$ cat src/rtl/map_sst_pkg.sv
`default_nettype none
// ============================================================================
// Module      : map_sst_pkg
// Description : Shared types and default widths for the mapper save-state
//               transfer controller.
// Revision    : 1.0 - initial release
// ============================================================================
package map_sst_pkg;

  // Default widths of the save-state register address and data.
  localparam int c_def_addr_w = 8;
  localparam int c_def_data_w = 8;

  // Controller states.
  typedef enum logic [2:0] {
    ST_IDLE      = 3'd0,
    ST_SAVE_RD   = 3'd1,
    ST_SAVE_PUSH = 3'd2,
    ST_LOAD_WAIT = 3'd3,
    ST_LOAD_WR   = 3'd4,
    ST_DONE      = 3'd5
  } sst_state_e;

endpackage : map_sst_pkg
`default_nettype wire

$ cat src/rtl/map_sst_ctrl_if.sv
`default_nettype none
// ============================================================================
// Module      : map_sst_ctrl_if
// Description : Mapper save-state bus plus the save (out) and load (in)
//               byte streams of the save-state transfer controller.
// Revision    : 1.0 - initial release
// ============================================================================
interface map_sst_ctrl_if #(
  parameter int ADDR_W = 8,
  parameter int DATA_W = 8
);

  // Mapper save-state register port.
  logic              sst_enable;
  logic              sst_we;
  logic [ADDR_W-1:0] sst_addr;
  logic [DATA_W-1:0] sst_data_in;
  logic [DATA_W-1:0] sst_data_out;

  // Save stream (mapper to stream).
  logic              out_valid;
  logic [DATA_W-1:0] out_data;
  logic              out_ready;

  // Load stream (stream to mapper).
  logic              in_valid;
  logic [DATA_W-1:0] in_data;
  logic              in_ready;

  // Controller side.
  modport master (
    output sst_enable, sst_we, sst_addr, sst_data_in,
    input  sst_data_out,
    output out_valid, out_data,
    input  out_ready,
    input  in_valid, in_data,
    output in_ready
  );

  // Mapper / stream side.
  modport slave (
    input  sst_enable, sst_we, sst_addr, sst_data_in,
    output sst_data_out,
    input  out_valid, out_data,
    output out_ready,
    output in_valid, in_data,
    input  in_ready
  );

endinterface : map_sst_ctrl_if
`default_nettype wire

$ cat src/rtl/map_sst_ctrl.sv
`default_nettype none
// ============================================================================
// Module      : map_sst_ctrl
// Description : Walks the mapper save-state registers 0..last_addr, either
//               reading them out onto a byte stream (save) or writing them
//               from a byte stream (load, committed on M2 falling).
// Revision    : 1.0 - initial release
// ============================================================================
module map_sst_ctrl
  import map_sst_pkg::*;
#(
  parameter int ADDR_W = c_def_addr_w,
  parameter int DATA_W = c_def_data_w
) (
  input  logic              clk,
  input  logic              reset,
  input  logic              start,
  input  logic              mode,
  input  logic [ADDR_W-1:0] last_addr,
  input  logic              abort,
  output logic              busy,
  output logic              done,
  input  logic              m2_fall,
  map_sst_ctrl_if.master    bus
);

  sst_state_e        r_state;
  sst_state_e        w_state_nxt;
  logic [ADDR_W-1:0] r_cnt;
  logic [ADDR_W-1:0] r_last;
  logic [DATA_W-1:0] r_out_data;
  logic [DATA_W-1:0] r_wr_data;

  logic w_at_last;
  logic w_cnt_clr;
  logic w_cnt_inc;
  logic w_cap_rd;
  logic w_cap_wr;

  assign w_at_last = (r_cnt == r_last);

  // State register.
  always_ff @(posedge clk) begin
    if (reset) begin
      r_state <= ST_IDLE;
    end else begin
      r_state <= w_state_nxt;
    end
  end

  // Next-state and datapath control; abort overrides everything, so a
  // handshake or m2_fall in the abort cycle leaves the counter untouched.
  // Mode is not kept separately: the branch taken at start encodes it.
  always_comb begin
    w_state_nxt = r_state;
    w_cnt_clr   = 1'b0;
    w_cnt_inc   = 1'b0;
    w_cap_rd    = 1'b0;
    w_cap_wr    = 1'b0;
    case (r_state)
      ST_IDLE: begin
        if (start) begin
          w_cnt_clr   = 1'b1;
          w_state_nxt = mode ? ST_LOAD_WAIT : ST_SAVE_RD;
        end
      end
      ST_SAVE_RD: begin
        w_cap_rd    = 1'b1;
        w_state_nxt = ST_SAVE_PUSH;
      end
      ST_SAVE_PUSH: begin
        if (bus.out_ready) begin
          if (w_at_last) begin
            w_state_nxt = ST_DONE;
          end else begin
            w_cnt_inc   = 1'b1;
            w_state_nxt = ST_SAVE_RD;
          end
        end
      end
      ST_LOAD_WAIT: begin
        if (bus.in_valid) begin
          w_cap_wr    = 1'b1;
          w_state_nxt = ST_LOAD_WR;
        end
      end
      ST_LOAD_WR: begin
        if (m2_fall) begin
          if (w_at_last) begin
            w_state_nxt = ST_DONE;
          end else begin
            w_cnt_inc   = 1'b1;
            w_state_nxt = ST_LOAD_WAIT;
          end
        end
      end
      ST_DONE: begin
        w_state_nxt = ST_IDLE;
      end
      default: begin
        w_state_nxt = ST_IDLE;
      end
    endcase
    if (abort) begin
      w_state_nxt = ST_IDLE;
      w_cnt_clr   = 1'b0;
      w_cnt_inc   = 1'b0;
      w_cap_rd    = 1'b0;
      w_cap_wr    = 1'b0;
    end
  end

  // Address counter and captured final index; the counter only advances
  // when not at last_addr, so it can never wrap.
  always_ff @(posedge clk) begin
    if (reset) begin
      r_cnt  <= '0;
      r_last <= '0;
    end else if (w_cnt_clr) begin
      r_cnt  <= '0;
      r_last <= last_addr;
    end else if (w_cnt_inc) begin
      r_cnt  <= r_cnt + 1'b1;
    end
  end

  // Data registers: mapper read data for the save stream, stream data for
  // the mapper write; both hold until the next capture.
  always_ff @(posedge clk) begin
    if (reset) begin
      r_out_data <= '0;
      r_wr_data  <= '0;
    end else begin
      if (w_cap_rd) begin
        r_out_data <= bus.sst_data_out;
      end
      if (w_cap_wr) begin
        r_wr_data <= bus.in_data;
      end
    end
  end

  // Outputs decoded from state; out_valid and in_ready come from disjoint
  // states so they can never be high together.
  assign busy            = (r_state != ST_IDLE);
  assign done            = (r_state == ST_DONE);
  assign bus.sst_enable  = (r_state != ST_IDLE);
  assign bus.sst_we      = (r_state == ST_LOAD_WR);
  assign bus.sst_addr    = r_cnt;
  assign bus.sst_data_in = r_wr_data;
  assign bus.out_valid   = (r_state == ST_SAVE_PUSH);
  assign bus.out_data    = r_out_data;
  assign bus.in_ready    = (r_state == ST_LOAD_WAIT);

endmodule : map_sst_ctrl
`default_nettype wire
$ cat src/flat_wrapper.sv
// flat-port wrapper written by rule: the top's interface ports become plain ports
module map_sst_ctrl_flat import map_sst_pkg::*;
#(
  parameter int ADDR_W = c_def_addr_w,
  parameter int DATA_W = c_def_data_w
)
  (clk, reset, start, mode, last_addr, abort, busy, done, m2_fall, bus_sst_enable, bus_sst_we, bus_sst_addr, bus_sst_data_in, bus_sst_data_out, bus_out_valid, bus_out_data, bus_out_ready, bus_in_valid, bus_in_data, bus_in_ready);
  map_sst_ctrl_if #(.ADDR_W(ADDR_W), .DATA_W(DATA_W)) bus_i ();
  input  logic clk;
  input  logic reset;
  input  logic start;
  input  logic mode;
  input  logic [ADDR_W-1:0] last_addr;
  input  logic abort;
  output logic busy;
  output logic done;
  input  logic m2_fall;
  output wire logic [$bits(bus_i.sst_enable)-1:0] bus_sst_enable;
  output wire logic [$bits(bus_i.sst_we)-1:0] bus_sst_we;
  output wire logic [$bits(bus_i.sst_addr)-1:0] bus_sst_addr;
  output wire logic [$bits(bus_i.sst_data_in)-1:0] bus_sst_data_in;
  input wire logic [$bits(bus_i.sst_data_out)-1:0] bus_sst_data_out;
  output wire logic [$bits(bus_i.out_valid)-1:0] bus_out_valid;
  output wire logic [$bits(bus_i.out_data)-1:0] bus_out_data;
  input wire logic [$bits(bus_i.out_ready)-1:0] bus_out_ready;
  input wire logic [$bits(bus_i.in_valid)-1:0] bus_in_valid;
  input wire logic [$bits(bus_i.in_data)-1:0] bus_in_data;
  output wire logic [$bits(bus_i.in_ready)-1:0] bus_in_ready;
  assign bus_sst_enable = bus_i.sst_enable;
  assign bus_sst_we = bus_i.sst_we;
  assign bus_sst_addr = bus_i.sst_addr;
  assign bus_sst_data_in = bus_i.sst_data_in;
  assign bus_i.sst_data_out = bus_sst_data_out;
  assign bus_out_valid = bus_i.out_valid;
  assign bus_out_data = bus_i.out_data;
  assign bus_i.out_ready = bus_out_ready;
  assign bus_i.in_valid = bus_in_valid;
  assign bus_i.in_data = bus_in_data;
  assign bus_in_ready = bus_i.in_ready;
  map_sst_ctrl #(.ADDR_W(ADDR_W), .DATA_W(DATA_W)) u_core (.clk(clk), .reset(reset), .start(start), .mode(mode), .last_addr(last_addr), .abort(abort), .busy(busy), .done(done), .m2_fall(m2_fall), .bus(bus_i));
endmodule
$ cat config.mk
export PLATFORM = sky130hd
export DESIGN_NAME = map_sst_ctrl_flat
export DESIGN_NICKNAME = d
export VERILOG_FILES = /design/src/rtl/map_sst_pkg.sv /design/src/rtl/map_sst_ctrl_if.sv /design/src/rtl/map_sst_ctrl.sv /design/src/flat_wrapper.sv
export SDC_FILE = /design/constraint.sdc
export NUM_CORES = 1
export LEC_CHECK = 0
export ABC_AREA = 1
export CAP_MARGIN = 30
export CORE_MARGIN = 2
export CORE_UTILIZATION = 70
export CTS_BUF_LIST = sky130_fd_sc_hd__clkbuf_4
export CTS_CLUSTER_DIAMETER = 100
export CTS_CLUSTER_SIZE = 10
export DETAILED_ROUTE_END_ITERATION = 10
export DONT_BUFFER_PORTS = 1
export GPL_TIMING_DRIVEN = 1
export PLACE_DENSITY = 0.95
export SYNTH_ARGS = -nofsm -noshare
export SYNTH_HDL_FRONTEND = slang
export SYNTH_SLANG_ARGS = --single-unit
export TNS_END_PERCENT = 10
$ cat constraint.sdc
create_clock -name clk -period 2.7 [get_ports clk]
set_clock_uncertainty 0.05 [all_clocks]
set_input_delay 0.54 -clock clk [delete_from_list [all_inputs] [get_ports clk]]
set_output_delay 0.54 -clock clk [all_outputs]
set_load 0.03 [all_outputs]
* After elaboration in Yosys (flattened, before gate mapping)
Index checks and enable logic that the tools add are counted.
** Word-level totals
- Flip-flop bits (word level) :: 35
- Bits of input ports :: 32
- Latch bits :: 0
- Output and inout bits :: 30
- Logic and storage cells :: 42
- Memories :: 0
- ROM bits :: 0
- RAM bits :: 0
** Cells by class
- Muxes and demuxes :: 21
- Bitwise logic cells :: 0
- Shifts and indexed selects :: 0
- Reduce and logical (&&, ||, !) cells :: 5
- Eq/ne operators :: 10
- Multipliers :: 0
- Order comparisons :: 0
- Divide/modulo/power cells :: 0
- Add/sub/neg operators :: 1
** Operators with widths (number)
- 2-to-1 mux 3 bit :: 6
- case mux 3 bit (5 select lines) :: 1
- 2-to-1 mux 1 bit :: 12
- adder 8 x 1 -> 8 bit (second input constant) :: 1
- equality test 8 bit :: 1
- equality test 3 x 2 -> 1 bit (second input constant) :: 2
- equality test 3 bit (second input constant) :: 2
- inequality test 2 bit (second input constant) :: 3
- AND reduction 4 bit :: 1
- OR reduction 2 bit :: 2
- equality test 3 x 1 -> 1 bit (second input constant) :: 1
- zero test 3 bit :: 1
- nonzero test 3 bit :: 1
- 2-to-1 mux 2 bit :: 1
- inequality test 2 x 1 -> 1 bit (second input constant) :: 1
- case mux 1 bit (2 select lines) :: 1

* Depth between registers and ports, before layout
Gate-level depths: netlist of run 1.
- Word-level depth :: 5
- Mapped depth :: 11
- Depth with buffers taken out :: 10

* Worst setup path before layout of run 1
Ideal clock, no wire load.
- Path kind :: reg-to-output
- From :: register u_core.r_state[2]
- To :: output port done
- Buffers on the path :: 0
- Required time :: 2.110 ns
- Slack :: 0.941 ns
- Arrival :: 1.169 ns
- Stages on the path, launching flop included :: 3
- Cells stage by stage :: dfxtp_1 > inv_2 > nor3_1
** On the way
- Cells in the longest elaborated chain, start to end :: 1
** Ends and longest elaborated chain
- from (decl) :: RTL line map_sst_ctrl.sv:27 : sst_state_e r_state;
- from (signal assigned) :: RTL line map_sst_ctrl.sv:47 : r_state <= w_state_nxt;
- equality test 3 bit :: RTL line map_sst_ctrl.sv:146 : assign done = (r_state == ST_DONE);
- to (decl) :: RTL line flat_wrapper.sv:16 : output logic done;
No other way between the ends.

* Worst setup path after layout of run 1
- From :: register u_core.r_state[0]
- To :: output port bus_sst_enable
** On the way
- Cells in the longest elaborated chain, start to end :: 1
** Ends and longest elaborated chain
- nonzero test 3 bit :: RTL line map_sst_ctrl.sv:147 : assign bus.sst_enable = (r_state != ST_IDLE);
- to (decl) :: RTL line flat_wrapper.sv:18 : output wire logic [$bits(bus_i.sst_enable)-1:0] bus_sst_enable;
No other way between the ends.

==> load_flow_metrics.sql, run 1 <==
INSERT INTO impl_metrics (metric_group, metric, value, unit) VALUES
('die', 'floorplan.die_area', '2780', 'µm²'),
('timing', 'setup_total_negative_slack', '0', 'ns'),
('clock_tree', 'postCtsSetupBuffers', '0', ''),
('clock_tree', 'clock_path_buffers', '2', ''),
('clock_tree', 'cts_tree', 'built', ''),
('logic_synthesis', 'synth_seq_area_share', '42.2', '%'),
('detailed_routing', 'drt-wirelength-per-cell', '12.6', 'µm'),
('run', 'timing.max_cap.violations', '0', ''),
('logic_synthesis', 'biggest_area_consumer_among_synthesized_cells', 'sky130_fd_sc_hd__dfxtp_1', ''),
('critical_path', 'critical_path_class', 'flop to output port', ''),
('critical_path', 'critical_path_peak_fanout', '4', ''),
('timing', 'max_clock_freq', '0.504', 'GHz'),
('timing', 'hold_slack', '0.284', 'ns'),
('critical_path', 'worst_setup_path_endpoint', 'bus_sst_enable', ''),
('timing', 'maxSlewHeadroom', '62.3', '%'),
('place', 'routabilityCongestion', '0.847', ''),
('pwr', 'ir_worst_vdd', '0.455', 'mV'),
('detailed_routing', 'via_per_inst', '5.45', ''),
('cells_and_area', 'fill_cells', '166', ''),
('cells_and_area', 'design.final.nets', '269', ''),
('die', 'floorplan.die.height', '52.7', 'µm'),
('clock_tree', 'worst_setup_hold_path_clk_slew', '0.11', 'ns'),
('detailed_routing', 'routed-via-count', '1445', ''),
('die', 'die_x', '52.7', 'µm'),
('global_route', 'largest_net_degree_at_the_start_of_global_routing', '26', ''),
('outcome', 'result_of_the_run', 'completed', ''),
('critical_path', 'critical_path_required', '2.11', 'ns'),
('clock_tree', 'insertion_delay', '0.34', 'ns'),
('global_route', 'grt_pass1_vias', '1253', ''),
('critical_path', 'setup.worst_path.start_class', 'flop', ''),
('timing', 'rsz_0062_raised_after_global_routing', 'no', ''),
('place', 'dp_hpwl', '2.44', 'mm'),
('logic_synthesis', 'synthDominantCellAreaShare', '42.2', '%'),
('die', 'num_rows', '17', ''),
('critical_path', 'r2r_end', 'u_core.bus.sst_addr[3]', ''),
('detailed_routing', 'first_iter_violations', '25', ''),
('logic_synthesis', 'yosys_warnings', '0', ''),
('timing', 'worstMarginPinSlew', '0.564', 'ns'),
('pwr', 'totalPowerFinal', '0.000942', 'W'),
('logic_synthesis', 'mappedNetlistNets', '267', ''),
('critical_path', 'timing.critical_path.mode_cell', 'sky130_fd_sc_hd__inv_2', ''),
('cells_and_area', 'insertedDiodeCount', '0', ''),
('critical_path', 'r2r_setup_slack', '0.90', 'ns'),
('detailed_routing', 'drc_errors', '0', ''),
('detailed_routing', 'antenna_left', '0', ''),
('logic_synthesis', 'number_of_distinct_standard_cells_referenced_by_the_synthesized_netlist', '24', ''),
('critical_path', 'worst_r2r_path_depth', '7', ''),
('global_route', 'grt_pass1_wl', '5.15', 'mm'),
('clock_tree', 'cts_hold_repair.buffers', '0', ''),
('pwr', 'p_seq_share', '59.0', '%'),
('die', 'core', '2230', 'µm²'),
('pwr', 'p_switching', '0.000268', 'W'),
('clock_tree', 'cts.root.buffer_cell', 'sky130_fd_sc_hd__clkbuf_4', ''),
('cells_and_area', 'areaGrowthSynthToFinish', '4.07', '%'),
('global_route', 'grt_use_total', '25.6', '%'),
('timing', 'setup_viol', '0', ''),
('timing', 'finalHoldViolCount', '0', ''),
('global_route', 'antenna_violations_before_repair', '0', ''),
('logic_synthesis', 'postSynthRegisterBits', '35', ''),
('clock_tree', 'clock-sinks', '35', ''),
('die', 'top_level_ports', '62', ''),
('logic_synthesis', 'netlist_top_cells_area', 'sky130_fd_sc_hd__dfxtp_1 42%, sky130_fd_sc_hd__nor2_1 10%, sky130_fd_sc_hd__nand2_1 9.3%', ''),
('logic_synthesis', 'post_synth_inst_count', '234', ''),
('cells_and_area', 'area_taken_by_flip_flops_and_latches', '701', 'µm²'),
('place', 'portBuffers', '0', ''),
('clock_tree', 'post_cts_resized', '0', ''),
('timing', 'fraction_of_the_cycle_the_final_worst_path_needs', '73.5', '%'),
('die', 'initial_core_util', '74.3', '%'),
('cells_and_area', 'drive_gt1_share', '11.8', '%'),
('min_path', 'holdCritPathClass', 'input pin to flop', ''),
('cells_and_area', 'multiInputGateArea', '825', 'µm²');
-- synthesized netlist by cell type --
master	instances
sky130_fd_sc_hd__nor2_2	1
sky130_fd_sc_hd__xnor2_1	4
sky130_fd_sc_hd__o211ai_1	2
sky130_fd_sc_hd__buf_4	2
sky130_fd_sc_hd__nand2_2	5
sky130_fd_sc_hd__a21oi_1	16
sky130_fd_sc_hd__nor2_4	1
sky130_fd_sc_hd__nand2_4	1
sky130_fd_sc_hd__dfxtp_1	35
sky130_fd_sc_hd__or2_1	1
sky130_fd_sc_hd__nand4_1	2
sky130_fd_sc_hd__ha_1	1
sky130_fd_sc_hd__inv_2	8
sky130_fd_sc_hd__nand2_1	41
sky130_fd_sc_hd__a21oi_4	1
sky130_fd_sc_hd__buf_2	2
sky130_fd_sc_hd__nor3_1	1
sky130_fd_sc_hd__inv_1	19
sky130_fd_sc_hd__xor2_1	4
sky130_fd_sc_hd__nor3_4	2
sky130_fd_sc_hd__nand3_1	14
sky130_fd_sc_hd__clkbuf_1	2
sky130_fd_sc_hd__nor2_1	44
sky130_fd_sc_hd__o21ai_0	25
-- registers in the layout, indices dropped and copies added (netlist names) --
name and cells:
u_core.bus.out_data 8, u_core.bus.sst_data_in 8, u_core.r_state 3, u_core.r_last 8, u_core.bus.sst_addr 8
-- power groups by stage --
stage	Combinational [W]	Clock (W)	Sequential (W)
after floorplan	0.0000917	0	0.000566
after global placement	0.000101	0	0.000567
after detailed placement	0.000102	0	0.000568
after CTS	0.000103	0.000288	0.000556
after global routing	0.000116	0.000309	0.000558
final	0.000103	0.000283	0.000556
-- critical path, delay by kind of cell, from the launching register on --
kind	cells	cell delay (ns)
DFF	1	0.42
buffers and inverters	2	0.14
and+or+nand+nor	2	0.50
-- cells in the final DEF (no fill, tap or decap) --
cell type and instances:
sky130_fd_sc_hd__nor2_1 44, sky130_fd_sc_hd__nand2_1 41, sky130_fd_sc_hd__dfxtp_1 35, sky130_fd_sc_hd__o21ai_0 25
sky130_fd_sc_hd__inv_1 19, sky130_fd_sc_hd__a21oi_1 16, sky130_fd_sc_hd__nand3_1 14, sky130_fd_sc_hd__inv_2 8
sky130_fd_sc_hd__clkbuf_4 6, sky130_fd_sc_hd__nand2_2 5, sky130_fd_sc_hd__xnor2_1 4, sky130_fd_sc_hd__xor2_1 4
sky130_fd_sc_hd__nor3_4 2, sky130_fd_sc_hd__nand4_1 2, sky130_fd_sc_hd__o211ai_1 2, sky130_fd_sc_hd__nand2_4 1
sky130_fd_sc_hd__nor2_4 1, sky130_fd_sc_hd__nor3_1 1, sky130_fd_sc_hd__a21oi_4 1, sky130_fd_sc_hd__nor2_2 1
sky130_fd_sc_hd__or2_1 1, sky130_fd_sc_hd__ha_1 1, sky130_fd_sc_hd__clkinv_2 1, sky130_fd_sc_hd__clkinvlp_4 1
sky130_fd_sc_hd__buf_4 1
-- cells by family (layout without fill, tap and decap cells) --
group	count (synthesis)	in the layout	synth area share (%)
compound gates	44	44	14.3
xor+xnor	8	8	4.22
buf+inv	33	36	8.07
fa+ha+maj	1	1	0.754
flops	35	35	42.2
simple gates	113	113	30.5
-- worst min path at each step --
stage,startpoint,depth (start not counted),slack [ns],to
after floorplan,u_core.r_last[0],2,0.39,u_core.r_last[0]
after global placement,u_core.r_last[1],2,0.41,u_core.r_last[1]
after detailed placement,u_core.r_last[0],2,0.41,u_core.r_last[0]
after CTS,bus_in_data[2],2,0.28,u_core.bus.sst_data_in[2]
after global routing,bus_in_data[2],2,0.27,u_core.bus.sst_data_in[2]
final,bus_in_data[2],2,0.28,u_core.bus.sst_data_in[2]
-- per-layer routing --
layer / up-vias / wire length (µm) / global-route usage [%]
met5: - / 0 / 0
met4: 0 / 35 / 10.3
met3: 4 / 278 / 8.00
met2: 60 / 1620 / 43.5
met1: 631 / 1390 / 29.7
li1: 750 / - / -
-- per-stage QoR --
step,std cells,worst slack (ns),utilization (%),area (µm²)
after floorplan,234,0.941,-,1660
after global placement,257,0.875,74.7,1670
after detailed placement,257,0.842,74.7,1670
after CTS,265,0.702,77.3,1730
after global routing,265,0.644,77.3,1730
final,265,0.715,77.3,1730
-- cell type report --
type	instances	area share, %
Multi-Input combinational cell	166	47.8
Sequential cell	35	40.6
Inverter	27	5.87
Clock buffer	6	2.61
Tap cell	28	2.03
Clock inverter	2	0.725
Timing Repair Buffer	1	0.435
Power figures use the tool's default switching activity.
==> run 2, diff against run 1 <==
- CORE_UTILIZATION: 70 -> 65
- PLACE_DENSITY: 0.95 -> 0.9
- clock period: 2.7 -> 2.1 ns (I/O delays scaled with it)
==> load_flow_metrics.sql, run 2 (synthesized netlist as in run 1, its figures left out) <==
INSERT INTO impl_metrics (metric_group, metric, value, unit) VALUES
('timing', 'maxSlewHeadroom', '59.3', '%'),
('pwr', 'p_sw_share', '29.9', '%'),
('clock_tree', 'clock-sinks', '35', ''),
('timing', 'max_clock_freq', '0.568', 'GHz'),
('outcome', 'result_of_the_run', 'completed', ''),
('timing', 'finalHoldViolCount', '0', ''),
('min_path', 'holdCritPathClass', 'input pin to flop', ''),
('pwr', 'ir_worst_vdd', '0.709', 'mV'),
('detailed_routing', 'drc_errors', '0', ''),
('clock_tree', 'postCtsSetupBuffers', '0', ''),
('run', 'timing.max_cap.violations', '0', ''),
('pwr', 'leakage_power_figure', '0.778', 'nW'),
('critical_path', 'critPathArrivalTime', '1.29', 'ns'),
('clock_tree', 'cts_htree_levels', '2', ''),
('place', 'portBuffers', '0', ''),
('detailed_routing', 'totalWireLength', '3.53', 'mm'),
('timing', 'setup_viol', '0', ''),
('place', 'dp_hpwl', '2.69', 'mm'),
('critical_path', 'critical_path_peak_fanout', '4', ''),
('die', 'floorplan.die.height', '54.5', 'µm'),
('place', 'pre_cts_ws', '0.456', 'ns'),
('critical_path', 'worst_setup_path_endpoint', 'bus_in_ready', ''),
('detailed_routing', 'antenna_left', '0', ''),
('critical_path', 'setup.worst_path.start_class', 'flop', ''),
('cells_and_area', 'insertedDiodeCount', '0', ''),
('global_route', 'grt.overflow.total', '0', ''),
('clock_tree', 'cts.root.buffer_cell', 'sky130_fd_sc_hd__clkbuf_4', ''),
('place', 'place_area', '1750', 'µm²'),
('pwr', 'clock_power_share', '29.9', '%'),
('pwr', 'power_frac_comb', '11.7', '%'),
('clock_tree', 'numCtsBuffers', '5', ''),
('timing', 'post-route-worst-setup-slack', '0.340', 'ns'),
('pwr', 'p_seq_share', '58.4', '%'),
('global_route', 'grt_pass1_wl', '5.53', 'mm'),
('place', 'routabilityCongestion', '0.863', ''),
('cells_and_area', 'mostFrequentLayoutCell', 'sky130_fd_sc_hd__nor2_1', ''),
('clock_tree', 'cts_tree', 'built', ''),
('cells_and_area', 'drive_gt1_share', '15.7', '%'),
('critical_path', 'timing.critical_path.from', 'u_core.r_state[0]', ''),
('die', 'num_rows', '18', ''),
('detailed_routing', 'first_iter_violations', '33', ''),
('clock_tree', 'insertion_delay', '0.34', 'ns'),
('critical_path', 'r2r_end', 'u_core.bus.sst_addr[0]', ''),
('cells_and_area', 'final_cell_mix', '44 x sky130_fd_sc_hd__nor2_1, 41 x sky130_fd_sc_hd__nand2_1, 35 x sky130_fd_sc_hd__dfxtp_1', ''),
('cells_and_area', 'fill_cells', '206', ''),
('global_route', 'grt_pass1_vias', '1377', ''),
('detailed_routing', 'drt-wirelength-per-cell', '12.7', 'µm'),
('detailed_routing', 'routed-via-count', '1530', ''),
('clock_tree', 'cts_hold_repair.buffers', '0', ''),
('cells_and_area', 'areaGrowthSynthToFinish', '9.20', '%'),
('clock_tree', 'clock_path_buffers', '2', ''),
('timing', 'fraction_of_the_cycle_the_final_worst_path_needs', '83.8', '%'),
('timing', 'report.final.slew_viol_count', '0', ''),
('timing', 'setup_total_negative_slack', '0', 'ns'),
('place', 'placed_cells_incl_taps', '270', ''),
('global_route', 'antenna_violations_before_repair', '0', ''),
('timing', 'hold_slack', '0.153', 'ns'),
('min_path', 'hold-path-cell-count', '2', ''),
('detailed_routing', 'via_per_inst', '5.50', ''),
('critical_path', 'r2r_setup_slack', '0.45', 'ns'),
('pwr', 'p_switching', '0.000366', 'W'),
('timing', 'rsz_0062_raised_after_global_routing', 'no', ''),
('global_route', 'largest_net_degree_at_the_start_of_global_routing', '26', ''),
('cells_and_area', 'final_area', '1810', 'µm²'),
('cells_and_area', 'design.final.nets', '280', ''),
('die', 'initial_core_util', '67.6', '%'),
('die', 'die_x', '54.5', 'µm'),
('timing', 'worstMarginPinSlew', '0.609', 'ns'),
('critical_path', 'rr_startpoint', 'u_core.r_state[0]', ''),
('critical_path', 'cp_capture_type', 'output port', ''),
('timing', 'final_period_minus_worst_setup_slack', '1.76', 'ns'),
('pwr', 'internal_power', '0.000858', 'W'),
('critical_path', 'critical_path_required', '1.63', 'ns'),
('die', 'core', '2450', 'µm²'),
('clock_tree', 'worst_setup_hold_path_clk_slew', '0.11', 'ns'),
('critical_path', 'worst_r2r_path_depth', '8', ''),
('critical_path', 'critical_path_class', 'flop to output port', ''),
('clock_tree', 'post_cts_resized', '0', ''),
('die', 'top_level_ports', '62', ''),
('detailed_routing', 'dr.pass1.iters', '4', ''),
('cells_and_area', 'layout.cells.non_filler', '278', ''),
('pwr', 'power_density', '675', 'nW/µm²'),
('die', 'floorplan.die_area', '2970', 'µm²'),
('global_route', 'grt_use_total', '26.5', '%');
-- run 2: cell types whose count changed in the layout (fill, tap and decap cells not counted) --
cell / change
sky130_fd_sc_hd__buf_4: +11
sky130_fd_sc_hd__clkinvlp_4: +1
sky130_fd_sc_hd__clkbuf_4: -1
-- run 2: how the worst min path moves through the flow --
| stage | start | endpoint | slack, ns |
|---|---|---|---|
| final | bus_in_data[2] | u_core.bus.sst_data_in[2] | 0.15 |
| after global routing | bus_in_data[2] | u_core.bus.sst_data_in[2] | 0.14 |
| after CTS | bus_in_data[2] | u_core.bus.sst_data_in[2] | 0.15 |
| after detailed placement | u_core.r_last[1] | u_core.r_last[1] | 0.41 |
| after global placement | u_core.r_last[4] | u_core.r_last[4] | 0.41 |
| after floorplan | u_core.r_last[0] | u_core.r_last[0] | 0.39 |
-- run 2: cell type report --
cell class / instances / area (µm²) / area share [%]
Sequential cell: 35 / 701 / 38.7
Multi-Input combinational cell: 166 / 825 / 45.5
Inverter: 27 / 101 / 5.59
Clock inverter: 3 / 20.0 / 1.10
Timing Repair Buffer: 12 / 90.1 / 4.97
Clock buffer: 5 / 37.5 / 2.07
Tap cell: 30 / 37.5 / 2.07
-- run 2: worst max-delay path, stage by stage (launching register included) --
cell and delay [ns]:
sky130_fd_sc_hd__dfxtp_1 0.43, sky130_fd_sc_hd__inv_2 0.09, sky130_fd_sc_hd__nor2_1 0.15, sky130_fd_sc_hd__nand2_2 0.11, sky130_fd_sc_hd__inv_2 0.16
-- run 2: routing by layer --
metal / GRT usage, % / vias up / wire length, µm
met5: 0 / - / 0
met1: 29.4 / 687 / 1420
li1: - / 776 / -
met3: 7.65 / 10 / 272
met4: 11.3 / 0 / 64
met2: 46.8 / 57 / 1780
-- run 2: per-stage QoR --
| stage | util [%] | power, W |
|---|---|---|
| after CTS | 73.8 | 0.00123 |
| after global routing | 73.8 | 0.00127 |
| after detailed placement | 71.5 | 0.000873 |
| after floorplan | - | 0.000845 |
| after global placement | 71.5 | 0.000868 |
| final | 73.8 | 0.00122 |
-- run 2: power groups by stage --
stage	registers (W)	logic [W]	clock network [W]
6_report	0.000714	0.000144	0.000366
5_1_grt	0.000717	0.000163	0.000387
2_1_floorplan	0.000727	0.000118	0
3_3_place_gp	0.000729	0.000139	0
4_1_cts	0.000715	0.000144	0.000367
3_5_place_dp	0.000730	0.000143	0
